### src/rtl/acia_rx_fifo.sv
// rtl/acia_rx_fifo.sv - ACIA receive buffer: show-ahead FIFO with sticky flags and IRQ
//
// Purpose: accepts bytes from the serial receiver and holds them for the CPU.
//   One entry is written per rising edge of rx_stb. The head entry is presented
//   combinationally on rd_dat. The block also keeps sticky overrun and framing-error
//   flags and drives a level interrupt request.
//
// Ports:
//   clk, reset_n      system clock, synchronous active-low reset
//   rx_dat, rx_stb    received byte and its data-available strobe (edge-detected)
//   rx_err            framing-error level from receiver (edge-detected)
//   rd                one-cycle pop request; ignored when empty
//   flush             discard all entries
//   clr               clear sticky ovr/ferr (a coincident set event wins)
//   irq_en            interrupt enable
//   rd_dat            head entry, 8'h00 when empty
//   empty, full       fill-level status
//   count             fill level, 0..2**DEPTH_LOG2
//   ovr, ferr         sticky overrun / framing-error flags
//   irq               level interrupt request

module acia_rx_fifo #(
  parameter int DEPTH_LOG2 = 4,
  parameter int IRQ_LEVEL  = 1
) (
  input  logic                  clk,
  input  logic                  reset_n,
  input  logic [7:0]            rx_dat,
  input  logic                  rx_stb,
  input  logic                  rx_err,
  input  logic                  rd,
  input  logic                  flush,
  input  logic                  clr,
  input  logic                  irq_en,
  output logic [7:0]            rd_dat,
  output logic                  empty,
  output logic                  full,
  output logic [DEPTH_LOG2:0]   count,
  output logic                  ovr,
  output logic                  ferr,
  output logic                  irq
);

  localparam int DEPTH = 1 << DEPTH_LOG2;
  localparam logic [DEPTH_LOG2:0]   FULL_CNT = (DEPTH_LOG2+1)'(DEPTH);
  localparam logic [DEPTH_LOG2:0]   IRQ_CNT  = (DEPTH_LOG2+1)'(IRQ_LEVEL);
  localparam logic [DEPTH_LOG2:0]   CNT_ONE  = (DEPTH_LOG2+1)'(1);
  localparam logic [DEPTH_LOG2-1:0] PTR_ONE  = DEPTH_LOG2'(1);

  // Storage is deliberately not reset; count alone decides which entries are live.
  logic [7:0] mem_q [DEPTH];

  logic [DEPTH_LOG2-1:0] wp_q, wp_d;
  logic [DEPTH_LOG2-1:0] rp_q, rp_d;
  logic [DEPTH_LOG2:0]   count_q, count_d;
  logic                  ovr_q, ovr_d;
  logic                  ferr_q, ferr_d;
  logic                  stb_prev_q;
  logic                  err_prev_q;

  logic push;
  logic pop;
  logic ferr_set;
  logic ovr_set;
  logic wr_en;
  logic is_empty;
  logic is_full;

  assign is_empty = (count_q == '0);
  assign is_full  = (count_q == FULL_CNT);

  // A long strobe or error level must only count once, so act on rising edges.
  assign push     = rx_stb & ~stb_prev_q;
  assign ferr_set = rx_err & ~err_prev_q;
  assign pop      = rd & ~is_empty;

  always_comb begin
    wp_d    = wp_q;
    rp_d    = rp_q;
    count_d = count_q;
    ovr_set = 1'b0;
    wr_en   = 1'b0;

    if (flush) begin
      // Everything in flight this cycle is dropped, including a push.
      wp_d    = rp_q;
      count_d = '0;
    end else if (push && pop) begin
      // Covers the full case too: the pop frees the slot the push uses.
      wr_en = 1'b1;
      wp_d  = wp_q + PTR_ONE;
      rp_d  = rp_q + PTR_ONE;
    end else if (push && is_full) begin
      ovr_set = 1'b1;
    end else if (push) begin
      wr_en   = 1'b1;
      wp_d    = wp_q + PTR_ONE;
      count_d = count_q + CNT_ONE;
    end else if (pop) begin
      rp_d    = rp_q + PTR_ONE;
      count_d = count_q - CNT_ONE;
    end

    // Set beats clear so an event arriving with clr is never lost.
    ovr_d  = ovr_set  | (ovr_q  & ~clr);
    ferr_d = ferr_set | (ferr_q & ~clr);
  end

  always_ff @(posedge clk) begin
    if (!reset_n) begin
      wp_q       <= '0;
      rp_q       <= '0;
      count_q    <= '0;
      ovr_q      <= 1'b0;
      ferr_q     <= 1'b0;
      stb_prev_q <= 1'b0;
      err_prev_q <= 1'b0;
    end else begin
      wp_q       <= wp_d;
      rp_q       <= rp_d;
      count_q    <= count_d;
      ovr_q      <= ovr_d;
      ferr_q     <= ferr_d;
      stb_prev_q <= rx_stb;
      err_prev_q <= rx_err;
    end
  end

  always_ff @(posedge clk) begin
    if (wr_en) begin
      mem_q[wp_q] <= rx_dat;
    end
  end

  assign rd_dat = is_empty ? 8'h00 : mem_q[rp_q];
  assign empty  = is_empty;
  assign full   = is_full;
  assign count  = count_q;
  assign ovr    = ovr_q;
  assign ferr   = ferr_q;
  assign irq    = irq_en & ((count_q >= IRQ_CNT) | ovr_q | ferr_q);

endmodule

### config.mk
export PLATFORM = sky130hd
export DESIGN_NAME = acia_rx_fifo
export DESIGN_NICKNAME = d
export VERILOG_FILES = /design/src/rtl/acia_rx_fifo.sv
export SDC_FILE = /design/constraint.sdc
export NUM_CORES = 1
export LEC_CHECK = 0
export CORE_ASPECT_RATIO = 0.5
export CORE_MARGIN = 3
export CORE_UTILIZATION = 35
export CTS_CLUSTER_SIZE = 20
export DETAILED_ROUTE_END_ITERATION = 6
export DONT_BUFFER_PORTS = 1
export PLACE_DENSITY = 0.61
export SKIP_LAST_GASP = 1
export SYNTH_ARGS = -nofsm -noshare
export SYNTH_HDL_FRONTEND = slang
export SYNTH_SLANG_ARGS = --single-unit
### constraint.sdc
create_clock -name clk -period 2.85 [get_ports clk]
set_input_delay 0.57 -clock clk [delete_from_list [all_inputs] [get_ports clk]]
set_output_delay 0.57 -clock clk [all_outputs]
set_load 0.01 [all_outputs]
After elaboration in Yosys (flattened, before gate mapping)

Memories as Yosys holds them, arrays and structs flattened. A register that Yosys moved wholly into a read port is not among the register bits.
Index checks and enable logic that the tools add are counted.

Bitwise operators: 18
$lt $le $gt $ge: 1
Reduce and logical (&&, ||, !) cells: 10
Add/sub/neg operators: 4
Multiplexer cells: 22
Equality and inequality tests: 4

Operators with widths:

| kind                                                              | count |
|---|---|
| 2-to-1 mux 4 bit                                                  | 10 |
| 2-to-1 mux 5 bit                                                  | 2 |
| 2-to-1 mux 1 bit                                                  | 9 |
| adder 4 x 1 -> 4 bit, second input constant                       | 2 |
| 2-to-1 mux 8 bit                                                  | 1 |
| NOT 1 bit                                                         | 8 |
| bitwise AND 1 bit                                                 | 6 |
| adder 5 x 1 -> 5 bit, second input constant                       | 1 |
| == test 5 bit, second input constant                              | 1 |
| greater-or-equal comparator 5 x 1 -> 1 bit, second input constant | 1 |
| zero test 5 bit                                                   | 1 |
| subtractor 5 x 1 -> 5 bit, second input constant                  | 1 |
| OR 1 bit                                                          | 4 |
| AND reduction 4 bit                                               | 1 |
| nonzero test 2 bit                                                | 2 |
| != test 3 bit, second input constant                              | 1 |
| AND reduction 3 bit                                               | 1 |
| nonzero test 3 bit                                                | 1 |
| logical AND 1 bit                                                 | 2 |
| != test 2 x 1 -> 1 bit, second input constant                     | 1 |
| != test 2 bit, second input constant                              | 1 |
| AND reduction 2 bit                                               | 1 |
| OR reduction 2 bit                                                | 1 |

Memories kept: 1
Word-level logic and storage cells: 67
Memory bits (writable): 128
Register bits after elaboration: 17
Bits of input ports: 16
Output and inout bits: 18

Memory list:

| name  | words | width | read ports | clocked after Yosys merged registers in | write ports | RTL line | source |
|---|---|---|---|---|---|---|---|
| mem_q | 16    | 8     | 1          | 1                                       | 1           | 51       | `logic [7:0] mem_q [DEPTH];` |

Longest topological paths before layout

Gate-level depths: netlist of the first run.

Depth after elaboration: 9
Depth in mapped cells: 8
Mapped depth without buffers: 7

Worst setup path after synthesis of the first run

Ideal clock, no wire load.

Kind: register -> register
From: register count_q[0], in the netlist count[0]
To: memory mem_q[1][0], enable pin
Setup slack: 0.288 ns
Stages on the path, launching flop included: 8
Period minus slack after synthesis: 2.562 ns
Library setup time: 0.383 ns
Arrival time: 2.178 ns
Cell sequence: dfxtp_1 > inv_1 > ha_1 > nand4bb_2 > inv_2 > a211oi_1 > nand2_1 > nor3_1

Elaborated cells on any way between the ends: 11
Those cells by class: eq/ne (1); mux (5); bitwise (2); reduce/logical (3)

RTL lines:

| what                                   | RTL line | source |
|---|---|---|
| start: declaration                     | 55       | `logic [DEPTH_LOG2:0] count_q, count_d;` |
| start signal: assignment               | 121      | `count_q <= count_d;` |
| == test 5 bit                          | 70       | `assign is_full = (count_q == FULL_CNT);` |
| via full                               | 37       | `output logic full,` |
| logical AND 1 bit                      | 93       | `end else if (push && is_full) begin` |
| 2-to-1 mux 1 bit                       | 93       |  |
| 2-to-1 mux 1 bit                       | 88       | `end else if (push && pop) begin` |
| 2-to-1 mux 1 bit                       | 84       | `if (flush) begin` |
| 2-to-1 mux 1 bit                       | 130      | `if (wr_en) begin` |
| 2-to-1 mux 1 bit (not written as such) | 131      | `mem_q[wp_q] <= rx_dat;` |
| end: declaration                       | 51       |  |

The timed path passes the listed nets, and every way through them passes these cells.

Worst setup path after layout of the first run

From: register count_q[1], in the netlist count[1]
To: output rd_dat[4]

Word-level cells in the longest chain between the ends: 2

RTL lines:

| what             | RTL line | source |
|---|---|---|
| zero test 5 bit  | 69       | `assign is_empty = (count_q == '0);` |
| 2-to-1 mux 8 bit | 135      | `assign rd_dat = is_empty ? 8'h00 : mem_q[rp_q];` |
| end: declaration | 35       | `output logic [7:0] rd_dat,` |

Every way passes these cells.

==> results of run 1 <==
-- final cells by class --
| cell class | count | area [um^2] | share of cell area (%) |
|---|---|---|---|
| Clock buffer | 17 | 425 | 5.96 |
| Sequential cell | 149 | 4270 | 59.8 |
| Multi-Input combinational cell | 167 | 1690 | 23.7 |
| Tap cell | 227 | 284 | 3.98 |
| Inverter | 11 | 53.8 | 0.754 |
| Clock inverter | 15 | 183 | 2.56 |
| Timing Repair Buffer | 26 | 233 | 3.26 |
-- flip-flops by register name, indices dropped and copies added, names as in the netlist, named ones only --
register    flops
count           5
mem_q         128
wp_q            4
ovr             1
err_prev_q      1
ferr            1
stb_prev_q      1
rp_q            4
-- per-stage QoR --
stage,hold slack [ns],std cells
after floorplan,0.505,344
after global placement,0.517,579
after detailed placement,0.541,579
after CTS,0.220,611
after global routing,0.212,612
final,0.244,612
-- worst register-to-register path, cell delays in order, from the launching register on --
cell       delay (ns)
dfxtp_1          0.46
inv_1            0.12
ha_1             0.24
nand4bb_2        0.19
inv_2            0.09
a211oi_1         0.24
buf_4            0.17
nand2_1          0.12
nor3_1           0.15
buf_4            0.24
-- how the worst max path moves through the flow --
stage | cells after the start | slack, ns | startpoint | to
floorplan | 7 | 0.29 | count[0] | mem_q[1][0]
global placement | 6 | 0.33 | count[1] | rd_dat[2]
detailed placement | 6 | 0.26 | count[1] | rd_dat[4]
CTS | 6 | 0.1 | count[1] | rd_dat[4]
global route | 6 | -0.007 | count[1] | rd_dat[4]
finish | 6 | 0.11 | count[1] | rd_dat[4]
-- placed cells by master, fill, tap and decap left out, drive strengths merged, types with 3 or more instances in the layout --
cell	count
nand2	10
clkinv	5
ha	8
o22ai	9
nand3	6
dfxtp	21
mux2i	20
edfxtp	128
a21oi	6
nor2	13
and2	9
buf	26
o21ai	7
inv	18
nand2b	6
mux4	32
clkbuf	17
xor2	3
xnor2	3
nor3	9
nor4	4
nor2b	5
o21a	3
-- power breakdown --
part	switching, mW	leakage, nW	total, mW	internal [mW]
logic	0.162	0.652	0.298	0.137
registers	0.0211	1.32	2.41	2.39
clock network	0.987	0.291	2.25	1.26
total	1.17	2.27	4.95	3.78
-- layer usage --
layer / GRT usage [%] / vias up / share of wire, %
met5: 0 / - / 0
met4: 4.53 / 0 / 0.35
met3: 4.30 / 2 / 9.7
met2: 20.3 / 100 / 45
met1: 21.0 / 1573 / 45
li1: - / 1426 / -
-- cell families after synthesis --
kind of cell,after synthesis,synth area share [%]
AOI/OAI and AO/OA,33,3.72
and+or+nand+nor,68,6.03
buffers and inverters,28,2.15
muxes,52,15.2
xor gates and xnor gates,6,0.868
adders and majority gates,8,1.65
DFF,149,70.4
-- what timing repair did --
action / CTS / global route
endpoints found under the setup margin: 8 / 1
buffers inserted: 0 / 1
resized for setup: 5 / 1
-- cells in the mapped netlist, types with 8 or more instances --
cell type	instances	area [um^2]
nor3_1	9	45.0
clkbuf_1	8	30.0
dfxtp_1	21	420
nand2_1	10	37.5
inv_1	9	33.8
mux2i_1	20	200
ha_1	8	100
nor2_1	13	48.8
and2_1	9	56.3
mux4_2	32	721
o22ai_1	9	56.3
edfxtp_1	128	3840
==> flow_summary_export.csv, run 1 <==
group,metric,value,unit
logic_synthesis,async_reset_ff_share,0,%
finish,nets,396,
routing,remaining_drc_errors,0,
cts,clkTransAtPathRegs,0.07,ns
finish,fillers,1491,
logic_synthesis,netlist_area,6060,um^2
critical_path,worst_ep_required_time,2.28,ns
worst_hold_path,min_path_cells,0,
global_routing,grt.total_usage,14.3,%
floorplanning,io_pins,34,
logic_synthesis,ys.flop_type,"edfxtp_1",
sta,finalMaxSlewViolations,0,
routing,drtPass1Iterations,4,
global_routing,antenna_found_initial,0,
cts,cts.sinks,149,
critical_path,r2r_start,"count[1]",
critical_path,r2r_cells,9,
routing,antenna_left,0,
logic_synthesis,synth_cells,344,
global_routing,grt_pass1_wl,19600,um
routing,wl,12400,um
worst_hold_path,min_to,"mem_q[12][2]",
place,preCtsSetupSlack,0.262,ns
cts,clk_latency,0.42,ns
critical_path,worstSetupStartpointType,"register",
logic_synthesis,synth.avg_cell_area,17.6,um^2
logic_synthesis,synth_cell_types,40,
critical_path,end_kind,"output port",
critical_path,slowest_delay,0.57,ns
flow_run,cap_violations,0,
global_routing,grt_pass1_vias,3293,
sta,tightest_slew,0.645,ns
sta,layout_min_cycle_time,2.74,ns
finish,utilization,42.8,%
cts,clockBufferDepth,2,
cts,cts_buffers,17,
sta,fin_tns_setup,0,ns
floorplanning,num_rows,33,
finish,area_growth,17.8,%
critical_path,reg2reg_slack,0.51,ns
logic_synthesis,synth_warnings,0,
critical_path,critPathMaxFanout,6,
place,gp_congestion,0.785,
sta,clock_skew,0.00978,ns
cts,clockRootBuffer,"clkbuf_16",
sta,finalCritPeriodShare,96.1,%
cts,cts_tree,"yes",
critical_path,crit_buf_inv,2,
global_routing,grt-ovfl-total,0,
critical_path,crit_chain,"inv_1, ha_1, or4b_4, nand2b_4, o22ai_1, buf_4",
critical_path,arrival,2.17,ns
cts,hold_buffers,0,
routing,drt_iter0_drc,234,
floorplanning,die_area,19000,um^2
sta,max_freq,365,MHz
pwr,cellPowerDensity,694,nW/um^2
outcome,status,"complete, no violations",
routing,wl_per_cell,20.2,um
critical_path,rr_endpoint,"mem_q[0][7]",
pwr,total_power,4.95,mW
global_routing,grt_max_degree,33,
critical_path,critPathSlowestCell,"or4b_4",
place,post-dp-hpwl,7540,um
sta,slew_headroom,56.9,%
logic_synthesis,yosys_register_bits,149,
sta,finalHoldViolations,0,
pwr,leakagePower,2.27,nW
worst_hold_path,holdCritPathClass,"in2reg",
cts,htreeDepth,4,
worst_hold_path,hp-start,"rx_dat[2]",
pwr,ir_worst_vdd,0.366,mV
floorplanning,coreArea,16700,um^2
logic_synthesis,synth-seq-area-share,70.4,%
place,io_buffer_count,0,
finish,finish.instance_area,7140,um^2
logic_synthesis,synth_edf_count,128,
critical_path,worst_path_dominant_cell_family,"simple AND/OR/NAND/NOR gates",
floorplanning,initial_core_util,36.3,%
critical_path,crit_type,"reg2out",
floorplanning,die_y,99.0,um
logic_synthesis,syn_nets,368,
sta,layout_setup_ws,0.112,ns
finish,drive_gt1_share,25.5,%
routing,vias,3101,
routing,via_per_inst,5.07,
floorplanning,die_width,192,um
finish,antennaDiodeCount,0,
place,placed_area,6480,um^2
sta,setup-violations-final,0,
(Power assumes the default switching activity.)
==> run 2, diff against run 1 <==
PLACE_DENSITY = 0.55   (was 0.61)
==> run 2 against run 1 <==
Against the previous run:
- count of clock-buffer cells in the layout did not move
- critical path type unchanged
- highest routed layer unchanged
- combinational power fell by 8.1%
- sequential cell count did not move
- sequential power barely moved
- global-route usage rose by 0.11 points
- setup slack improved by 0.018 ns
==> flow_summary_export.csv, run 2 (synthesized netlist as in run 1, its figures left out) <==
group,metric,value,unit
cts,cts_tree,"yes",
finish,antennaDiodeCount,0,
sta,layout_setup_ws,0.130,ns
finish,largest-register,"mem_q",
global_routing,grt_max_degree,33,
finish,drive_gt1_share,24.0,%
critical_path,slowest_delay,0.59,ns
cts,cts.sinks,149,
pwr,cellPowerDensity,698,nW/um^2
cts,htreeDepth,4,
routing,drtPass1Iterations,4,
floorplanning,die_area,19000,um^2
critical_path,crit_chain,"inv_1, ha_1, or4b_1, nand2_2, o22ai_1",
floorplanning,io_pins,34,
floorplanning,die_y,99.0,um
routing,antenna_left,0,
cts,clockRootBuffer,"clkbuf_16",
cts,clockBufferDepth,2,
critical_path,arrival,2.15,ns
cts,cts_buffers,17,
outcome,status,"complete, no violations",
sta,tightest_slew,0.612,ns
place,post-dp-hpwl,8340,um
routing,via_per_inst,5.19,
floorplanning,num_rows,33,
sta,rsz0062_at_grt,"false",
finish,nets,391,
place,preCtsSetupSlack,0.309,ns
critical_path,crit_buf_inv,1,
sta,slew_headroom,59.1,%
pwr,leakagePower,2.23,nW
global_routing,antenna_found_initial,0,
routing,drt_iter0_drc,198,
sta,finalMaxSlewViolations,0,
critical_path,end_kind,"output port",
floorplanning,die_width,192,um
global_routing,grt-ovfl-total,0,
routing,remaining_drc_errors,0,
sta,setup-violations-final,0,
sta,finalCritPeriodShare,95.4,%
pwr,ir_worst_vdd,0.407,mV
routing,vias,3146,
floorplanning,initial_core_util,36.3,%
sta,layout_min_cycle_time,2.72,ns
worst_hold_path,holdCritPathClass,"in2reg",
finish,area_growth,16.3,%
critical_path,critPathSlowestCell,"or4b_1",
cts,clkTransAtPathRegs,0.06,ns
critical_path,crit_type,"reg2out",
critical_path,worst_ep_required_time,2.28,ns
floorplanning,coreArea,16700,um^2
place,io_buffer_count,0,
flow_run,cap_violations,0,
critical_path,worst_path_dominant_cell_family,"simple AND/OR/NAND/NOR gates",
finish,most-common-layout-cells,"edfxtp_1 (128), mux4_2 (32), mux2i_1 (20), dfxtp_1 (20), buf_4 (19)",
critical_path,worstSetupStartpointType,"register",
routing,wl_per_cell,21.1,um
global_routing,grt_pass1_vias,3314,
global_routing,grt.total_usage,14.4,%
finish,layout_commonest_cell,"edfxtp_1",
cts,hold_buffers,0,
routing,wl,12800,um
place,gp_congestion,0.882,
critical_path,critPathMaxFanout,8,
global_routing,grt_pass1_wl,20000,um
sta,max_freq,368,MHz
sta,fin_tns_setup,0,ns
sta,finalHoldViolations,0,
cts,clk_latency,0.41,ns
finish,fillers,1487,
finish,largest_reg_flops,128,
sta,clock_skew,0.00649,ns
## run 2: worst paths after layout
check | slack, ns | cells past startpoint | from | endpoint
worst max register to register | 0.27 | 8 | count[1] | mem_q[1][6]
worst min register to register | 0.57 | 2 | err_prev_q | ferr
worst min-delay path | 0.25 | 0 | rx_dat[2] | mem_q[8][2]
worst max-delay path | 0.13 | 5 | count[1] | rd_dat[5]
## run 2: cell type report
class | count | area (um^2) | share of cell area, %
tap | 227 | 284 | 4.03
clock inverter | 14 | 165 | 2.34
timing repair buffer | 21 | 183 | 2.59
clock buffer | 17 | 425 | 6.04
multi-input combinational | 167 | 1670 | 23.7
sequential | 149 | 4270 | 60.5
inverter | 11 | 53.8 | 0.764
## run 2: where the power goes
group / internal [mW] / total, mW / switching [mW]
clock: 1.31 / 2.23 / 0.918
sequential: 2.39 / 2.41 / 0.0221
combinational: 0.116 / 0.274 / 0.158
## run 2: what timing repair did
action                                  4_1_cts  5_1_grt
endpoints found under the setup margin        0        8
resized for setup                             0        2
buffers inserted                              0        0
## run 2: per-stage QoR
step	util [%]	total power, mW	hold slack [ns]	cells	cell area (um^2)
floorplan	-	2.67	0.505	344	6060
global placement	38.7	2.73	0.516	575	6450
detailed placement	38.7	2.73	0.551	575	6450
CTS	42.2	4.96	0.234	606	7040
global route	42.2	5.09	0.223	606	7050
finish	42.2	4.92	0.250	606	7050
## run 2: metal layers
metal | up-vias | GRT usage (%) | routed length (um)
li1 | 1413 | - | -
met1 | 1623 | 19.9 | 5960
met2 | 96 | 22.2 | 6020
met3 | 14 | 4.02 | 634
met4 | 0 | 4.42 | 158
met5 | - | 0 | 0
